<file path="src/rtl/alu_exec_unit_if.sv">
// alu_exec_unit_if
// Carries the request and response signals of alu_exec_unit.
//   master : requester side. It drives in_valid, ALUOp, funct, a, b and shamt.
//            It samples in_ready, out_valid, result, zero, hi and lo.
//   slave  : execution unit side. It has the opposite directions.
interface alu_exec_unit_if #(
    parameter int WIDTH = 32
);
    localparam int SHW = $clog2(WIDTH);

    logic             in_valid;
    logic             in_ready;
    logic [1:0]       ALUOp;
    logic [5:0]       funct;
    logic [WIDTH-1:0] a;
    logic [WIDTH-1:0] b;
    logic [SHW-1:0]   shamt;
    logic             out_valid;
    logic [WIDTH-1:0] result;
    logic             zero;
    logic [WIDTH-1:0] hi;
    logic [WIDTH-1:0] lo;

    modport master (
        output in_valid, ALUOp, funct, a, b, shamt,
        input  in_ready, out_valid, result, zero, hi, lo
    );

    modport slave (
        input  in_valid, ALUOp, funct, a, b, shamt,
        output in_ready, out_valid, result, zero, hi, lo
    );
endinterface

</file>
<file path="src/rtl/alu_exec_unit.sv">
// alu_exec_unit
// MIPS-style execution unit.
// Single-cycle ALU operations return their result one cycle after they are accepted.
// mult/multu and div/divu run as WIDTH-iteration sequential operations and write HI/LO.
// Ports:
//   clk   : rising-edge clock
//   reset : synchronous, active-high reset
//   bus   : alu_exec_unit_if.slave, the request/response bundle
//
// state | meaning
// IDLE  | accepting requests; single-cycle ops complete from here
// MUL   | shift-add multiply of operand magnitudes, one bit per cycle
// DIV   | restoring divide of operand magnitudes, one bit per cycle
module alu_exec_unit #(
    parameter int WIDTH = 32
) (
    input  logic            clk,
    input  logic            reset,
    alu_exec_unit_if.slave  bus
);
    localparam int SHW = $clog2(WIDTH);

    localparam logic [5:0] F_SLL   = 6'b000000;
    localparam logic [5:0] F_SRL   = 6'b000010;
    localparam logic [5:0] F_SRA   = 6'b000011;
    localparam logic [5:0] F_MFHI  = 6'b010000;
    localparam logic [5:0] F_MFLO  = 6'b010010;
    localparam logic [5:0] F_MULT  = 6'b011000;
    localparam logic [5:0] F_MULTU = 6'b011001;
    localparam logic [5:0] F_DIV   = 6'b011010;
    localparam logic [5:0] F_DIVU  = 6'b011011;
    localparam logic [5:0] F_ADD   = 6'b100000;
    localparam logic [5:0] F_SUB   = 6'b100010;
    localparam logic [5:0] F_AND   = 6'b100100;
    localparam logic [5:0] F_OR    = 6'b100101;
    localparam logic [5:0] F_XOR   = 6'b100110;
    localparam logic [5:0] F_NOR   = 6'b100111;
    localparam logic [5:0] F_SLT   = 6'b101010;
    localparam logic [5:0] F_SLTU  = 6'b101011;

    typedef enum logic [1:0] {IDLE, MUL, DIV} state_t;

    state_t state, state_nx;

    logic             in_ready_c;
    logic             out_valid_q;
    logic [WIDTH-1:0] result_q;
    logic             zero_q;
    logic [WIDTH-1:0] hi_q;
    logic [WIDTH-1:0] lo_q;

    // Iteration down-counter: it reaches zero on the last iteration.
    logic [SHW-1:0]     cnt;
    logic [2*WIDTH-1:0] prod;
    logic [WIDTH-1:0]   opb;
    logic [WIDTH-1:0]   rem;
    logic [WIDTH-1:0]   quo;
    logic [WIDTH-1:0]   a_raw;
    logic               neg_q;
    logic               neg_r;
    logic               div0;

    logic accept, is_r, is_mul, is_div, sgn_op;
    logic [WIDTH-1:0] mag_a, mag_b, alu_res;

    assign accept = bus.in_valid && in_ready_c;
    assign is_r   = (bus.ALUOp == 2'b10);
    assign is_mul = is_r && (bus.funct == F_MULT || bus.funct == F_MULTU);
    assign is_div = is_r && (bus.funct == F_DIV  || bus.funct == F_DIVU);
    assign sgn_op = (bus.funct == F_MULT) || (bus.funct == F_DIV);
    assign mag_a  = (sgn_op && bus.a[WIDTH-1]) ? -bus.a : bus.a;
    assign mag_b  = (sgn_op && bus.b[WIDTH-1]) ? -bus.b : bus.b;

    always_comb begin
        alu_res = bus.a & bus.b;
        case (bus.ALUOp)
            2'b00: alu_res = bus.a + bus.b;
            2'b01: alu_res = bus.a - bus.b;
            2'b10: begin
                case (bus.funct)
                    F_ADD:  alu_res = bus.a + bus.b;
                    F_SUB:  alu_res = bus.a - bus.b;
                    F_AND:  alu_res = bus.a & bus.b;
                    F_OR:   alu_res = bus.a | bus.b;
                    F_XOR:  alu_res = bus.a ^ bus.b;
                    F_NOR:  alu_res = ~(bus.a | bus.b);
                    F_SLT:  alu_res = {{(WIDTH-1){1'b0}}, ($signed(bus.a) < $signed(bus.b))};
                    F_SLTU: alu_res = {{(WIDTH-1){1'b0}}, (bus.a < bus.b)};
                    F_SLL:  alu_res = bus.b << bus.shamt;
                    F_SRL:  alu_res = bus.b >> bus.shamt;
                    F_SRA:  alu_res = $unsigned($signed(bus.b) >>> bus.shamt);
                    F_MFHI: alu_res = hi_q;
                    F_MFLO: alu_res = lo_q;
                    default: alu_res = bus.a & bus.b;
                endcase
            end
            default: alu_res = bus.a & bus.b;
        endcase
    end

    // One multiply step. The low half of prod holds the remaining multiplier bits.
    // The high half accumulates the partial product.
    logic [WIDTH:0]     mul_sum;
    logic [2*WIDTH-1:0] prod_nx, prod_fin;
    assign mul_sum  = {1'b0, prod[2*WIDTH-1:WIDTH]} + (prod[0] ? {1'b0, opb} : {(WIDTH+1){1'b0}});
    assign prod_nx  = {mul_sum, prod[WIDTH-1:1]};
    assign prod_fin = neg_q ? -prod_nx : prod_nx;

    // One restoring-divide step. The partial remainder stays below the divisor.
    // Because of that, the difference always fits in WIDTH bits.
    logic [WIDTH:0]   div_shift;
    logic             div_ge;
    logic [WIDTH-1:0] div_diff, rem_nx, quo_nx, rem_fin, quo_fin;
    assign div_shift = {rem, quo[WIDTH-1]};
    assign div_ge    = (div_shift >= {1'b0, opb});
    assign div_diff  = div_shift[WIDTH-1:0] - opb;
    assign rem_nx    = div_ge ? div_diff : div_shift[WIDTH-1:0];
    assign quo_nx    = {quo[WIDTH-2:0], div_ge};
    assign quo_fin   = div0 ? {WIDTH{1'b1}} : (neg_q ? -quo_nx : quo_nx);
    assign rem_fin   = div0 ? a_raw : (neg_r ? -rem_nx : rem_nx);

    always_ff @(posedge clk) begin
        if (reset) state <= IDLE;
        else       state <= state_nx;
    end

    always_comb begin
        state_nx = state;
        case (state)
            IDLE: begin
                if (accept && is_mul)      state_nx = MUL;
                else if (accept && is_div) state_nx = DIV;
            end
            MUL:     if (cnt == '0) state_nx = IDLE;
            DIV:     if (cnt == '0) state_nx = IDLE;
            default: state_nx = IDLE;
        endcase
    end

    always_comb begin
        in_ready_c = 1'b0;
        if (state == IDLE && !reset) in_ready_c = 1'b1;
    end

    always_ff @(posedge clk) begin
        if (reset) begin
            out_valid_q <= 1'b0;
            result_q    <= '0;
            zero_q      <= 1'b1;
            hi_q        <= '0;
            lo_q        <= '0;
            cnt         <= '0;
        end else begin
            out_valid_q <= 1'b0;
            case (state)
                IDLE: begin
                    if (accept) begin
                        if (is_mul || is_div) begin
                            cnt   <= SHW'(WIDTH-1);
                            prod  <= {{WIDTH{1'b0}}, mag_a};
                            opb   <= mag_b;
                            rem   <= '0;
                            quo   <= mag_a;
                            a_raw <= bus.a;
                            neg_q <= sgn_op && (bus.a[WIDTH-1] ^ bus.b[WIDTH-1]);
                            neg_r <= sgn_op && bus.a[WIDTH-1];
                            div0  <= (bus.b == '0);
                        end else begin
                            out_valid_q <= 1'b1;
                            result_q    <= alu_res;
                            zero_q      <= (alu_res == '0);
                        end
                    end
                end
                MUL: begin
                    prod <= prod_nx;
                    if (cnt == '0) begin
                        hi_q        <= prod_fin[2*WIDTH-1:WIDTH];
                        lo_q        <= prod_fin[WIDTH-1:0];
                        result_q    <= prod_fin[WIDTH-1:0];
                        zero_q      <= (prod_fin[WIDTH-1:0] == '0);
                        out_valid_q <= 1'b1;
                    end else begin
                        cnt <= cnt - 1'b1;
                    end
                end
                DIV: begin
                    rem <= rem_nx;
                    quo <= quo_nx;
                    if (cnt == '0) begin
                        hi_q        <= rem_fin;
                        lo_q        <= quo_fin;
                        result_q    <= quo_fin;
                        zero_q      <= (quo_fin == '0);
                        out_valid_q <= 1'b1;
                    end else begin
                        cnt <= cnt - 1'b1;
                    end
                end
                default: ;
            endcase
        end
    end

    assign bus.in_ready  = in_ready_c;
    assign bus.out_valid = out_valid_q;
    assign bus.result    = result_q;
    assign bus.zero      = zero_q;
    assign bus.hi        = hi_q;
    assign bus.lo        = lo_q;
endmodule

</file>
<file path="src/flat_wrapper.sv">
// flat-port wrapper written by rule: the top's interface ports become plain ports
module alu_exec_unit_flat 
#(
    parameter int WIDTH = 32
)
  (clk, reset, bus_in_valid, bus_ALUOp, bus_funct, bus_a, bus_b, bus_shamt, bus_in_ready, bus_out_valid, bus_result, bus_zero, bus_hi, bus_lo);
  alu_exec_unit_if #(.WIDTH(WIDTH)) bus_i ();
  input  logic clk;
  input  logic reset;
  input wire logic [$bits(bus_i.in_valid)-1:0] bus_in_valid;
  input wire logic [$bits(bus_i.ALUOp)-1:0] bus_ALUOp;
  input wire logic [$bits(bus_i.funct)-1:0] bus_funct;
  input wire logic [$bits(bus_i.a)-1:0] bus_a;
  input wire logic [$bits(bus_i.b)-1:0] bus_b;
  input wire logic [$bits(bus_i.shamt)-1:0] bus_shamt;
  output wire logic [$bits(bus_i.in_ready)-1:0] bus_in_ready;
  output wire logic [$bits(bus_i.out_valid)-1:0] bus_out_valid;
  output wire logic [$bits(bus_i.result)-1:0] bus_result;
  output wire logic [$bits(bus_i.zero)-1:0] bus_zero;
  output wire logic [$bits(bus_i.hi)-1:0] bus_hi;
  output wire logic [$bits(bus_i.lo)-1:0] bus_lo;
  assign bus_i.in_valid = bus_in_valid;
  assign bus_i.ALUOp = bus_ALUOp;
  assign bus_i.funct = bus_funct;
  assign bus_i.a = bus_a;
  assign bus_i.b = bus_b;
  assign bus_i.shamt = bus_shamt;
  assign bus_in_ready = bus_i.in_ready;
  assign bus_out_valid = bus_i.out_valid;
  assign bus_result = bus_i.result;
  assign bus_zero = bus_i.zero;
  assign bus_hi = bus_i.hi;
  assign bus_lo = bus_i.lo;
  alu_exec_unit #(.WIDTH(WIDTH)) u_core (.clk(clk), .reset(reset), .bus(bus_i));
endmodule
</file>
<file path="config.mk">
export PLATFORM = sky130hd
export DESIGN_NAME = alu_exec_unit_flat
export DESIGN_NICKNAME = d
export VERILOG_FILES = /design/src/rtl/alu_exec_unit_if.sv /design/src/rtl/alu_exec_unit.sv /design/src/flat_wrapper.sv
export SDC_FILE = /design/constraint.sdc
export NUM_CORES = 2
export LEC_CHECK = 0
export ABC_AREA = 0
export CORE_UTILIZATION = 23
export DETAILED_ROUTE_END_ITERATION = 12
export MAX_ROUTING_LAYER = met4
export SLEW_MARGIN = 25
export SYNTH_ARGS = -nofsm -noshare
export SYNTH_HDL_FRONTEND = slang
export SYNTH_SLANG_ARGS = --single-unit
</file>
<file path="constraint.sdc">
create_clock -name clk -period 7.5 [get_ports clk]
set_input_delay 2.25 -clock clk [delete_from_list [all_inputs] [get_ports clk]]
set_output_delay 2.25 -clock clk [all_outputs]
set_load 0.01 [all_outputs]
</file>
==> results by group <==
Clock network
  – CTS tree: done
  – Cts hold-fix bufs: 0
  – Worst skew pair latency: 580 ps
  – CTS Buffer Depth: 3
  – Clk slew on worst S/H paths: 60 ps
  – Clk sinks: 300
  – H-Tree Depth: 2
  – Post-CTS resize count: 0
  – Clk root buf: clkbuf_16
  – Setup Fix Bufs, Post-CTS: 0
  – CTS buffer count: 34

Die
  – Row Count: 138
  – Height of the die: 382 µm
  – I/O pins: 179
  – Die X: 382 µm
  – Initial Util: 23.3%
  – Core Area: 142000 µm²
  – Total die area: 146000 µm²

GRT
  – GRT overflow: 0
  – Gr usage total: 27.2%
  – Vias in the first global route: 34600
  – Number of antenna violations at the first check in global routing: 16
  – First-pass GRT wire length: 276000 µm
  – Largest net degree at the start of global routing: 66

Logic synthesis
  – Primary FF master, synth: edfxtp_1
  – Seq cells post-synth: 300
  – Syn avg cell area: 8.06 µm²
  – Sequential share of the synthesized area: 24.0%
  – Post-Syn Area: 33100 µm²
  – Post-synth ARST share: 0%
  – Synth area leaders: edfxtp_1 (18%), ha_1 (6.6%), dfxtp_1 (6.3%)
  – Number of flops mapped to enable cells by yosys: 195
  – Synth area leader: edfxtp_1
  – Syn_nets: 4374
  – Synthesized instance count: 4114
  – Share of the synthesized area in the top cell type: 17.7%
  – Ys Warns: 0
  – Yosys cell types: 101

Worst setup path
  – Critical Path Source: bus_b[0]
  – Kind of end point of the critical path: flop
  – Setup Crit Path Kind: in -> reg
  – Worst EP required: 7980 ps
  – Critical R2R Launch: u_core.opb[8]
  – CP Data Arrival Time: 7880 ps
  – Critical path startpoint category: input port
  – Crit-path max FO: 4

Final layout
  – FF+latch area: 7960 µm²
  – Area occupied by multi-input gates: 23300 µm²
  – Fin cells: 6299
  – Nets: 4637
  – Fillers: 15400
  – Layout cells sized above 1: 14.7%
  – Commonest cells after routing, fill and taps aside: nand2_1 (375), buf_4 (356), nor2_1 (330), a21oi_1 (322), o21ai_0 (252)
  – Most common cell after layout, fill and taps aside: nand2_1
  – Area growth from synthesis to layout: 21.0%
  – Post-route cell area: 40100 µm²

Placement
  – Hpwl dp: 163000 µm
  – Place WS: -363 ps
  – Port bufs: 178
  – Routability-driven placement congestion ratio: 1.08
  – Placed cell area: 39000 µm²
  – Placed cells: 6230

Pwr
  – Pleak: 14.5 nW
  – IR drop worst, VDD: 0.118 mV
  – Pwr Density: 125 nW/µm²

Timing
  – Hold violation count in the final report: 0
  – Worst Tran Pin Value: 1180 ps
  – Final Cycle Share: 98.6%
  – Clk_skew: 23.1 ps
  – Setup violators final: 0
  – Slew Limit Fails: 0
  – Fmax: 0.135 GHz
  – Rel. slew slack: 20.9%
  – PnR worst setup slack: 102 ps
  – Fin crit period: 7400 ps
  – WHS: 454 ps
  – RSZ-0062 raised after global routing: false

Route
  – DRC violations left: 0
  – Final ANT Viol Nets: 0
  – Vias: 36800
  – Vias per inst: 5.85
  – DRT Pass-1 Iters: 7
  – Routed wire per std cell: 31.7 µm
  – First DRT Iteration DRCs: 4935
  – Post-Route WL: 200000 µm

Run status
  – Status: finished clean

Min path
  – Hold Startpoint: u_core.bus.result[22]
  – Tightest Hold Check Type: reg -> reg

Run
  – Number of max-cap violations: 0
-- final cells by class --
class / count / area share [%]
Multi-Input combinational cell: 3307 / 58.1
Sequential cell: 300 / 19.8
Timing Repair Buffer: 543 / 11.7
Tap cell: 1890 / 5.89
Clock buffer: 45 / 2.35
Inverter: 191 / 1.79
Clock inverter: 15 / 0.365
Antenna cell: 8 / 0.0499
-- path summary, 6_finish.rpt --
check | endpoint | slack [ps] | cells past startpoint
worst min register to register | u_core.bus.result[22] | 450 | 2
worst min-delay path | u_core.bus.result[22] | 450 | 2
worst max-delay path | u_core.bus.zero | 100 | 18
worst max register to register | u_core.bus.zero | 1350 | 22
-- state kept, by name, summed over array words and instances, names as in the netlist --
register,flops
u_core.prod,64
u_core.a_raw,32
u_core.bus.hi,32
u_core.bus.lo,32
u_core.bus.result,32
u_core.opb,32
u_core.quo,32
u_core.rem,32
u_core.cnt,5
u_core.state,2
u_core.bus.out_valid,1
u_core.bus.zero,1
u_core.div0,1
u_core.neg_q,1
u_core.neg_r,1
-- critical path: stages --
cell	delay, ps
clkdlybuf4s50_1	600
ha_1	350
fa_1	390
o21bai_1	180
a21oi_1	110
o311ai_0	950
buf_4	250
a21boi_0	80
buf_4	180
o211ai_1	220
buf_4	160
a21boi_0	250
o31ai_1	410
buf_4	190
mux2_2	330
a21o_1	190
or4_1	480
o31ai_1	280
-- power breakdown --
part | internal (mW) | switching [mW]
Combinational | 0.561 | 0.966
Sequential | 1.77 | 0.0129
Clock | 0.962 | 0.766
Total | 3.29 | 1.75
-- Yosys cell counts (all sizes together) (14+ instances only) --
cell type,instances
nand2,379
nor2,334
a21oi,324
clkbuf,254
o21ai,254
xnor2,204
edfxtp,195
inv,186
ha,176
dfxtp,105
o211ai,105
mux2i,102
nor3,99
nand3,95
and2,90
mux2,84
mux4,69
xor2,65
buf,61
o31ai,54
a211oi,52
a31oi,52
nor4,48
a21o,41
nand4,40
nand2b,34
a22oi,32
o41ai,32
or3,31
a221oi,30
or4,30
and3,29
nor2b,28
o21a,26
o21bai,22
o311ai,22
o221ai,20
or2,20
o2111ai,19
a211o,17
a311oi,17
a21boi,15
o22ai,15
a222oi,14
-- cell families (layout without fill, tap and decap cells) --
group	Yosys count	count (layout)	synth area share (%)
AO/OA/AOI/OAI	1292	1292	26.2
XOR/XNOR	269	269	7.11
adder cells (fa/ha/maj)	180	180	6.89
buffers and inverters	507	794	5.97
flip-flops	300	300	24.0
multiplexers	255	255	10.6
other	0	8	0
AND/OR/NAND/NOR	1311	1311	19.2
-- per-stage QoR --
stage | power [mW] | TNS [ps] | util, %
floorplan | 2.53 | 0 | -
global placement | 3.31 | -607 | 27.4
detailed placement | 3.29 | -423 | 27.4
CTS | 5.00 | 0 | 28.2
global route | 5.14 | 0 | 28.2
finish | 5.03 | 0 | 28.2
-- layer usage --
layer | wire, µm | part of all wire [%] | vias to the layer above | track usage [%]
met3 | 17500 | 8.8 | 311 | 3.53
met1 | 85400 | 43 | 18400 | 36.4
met4 | 10300 | 5.2 | 0 | 12.0
li1 | - | - | 15900 | -
met2 | 86700 | 43 | 2187 | 40.7
met5 | 0 | 0 | - | -
(Power assumes the default switching activity.)
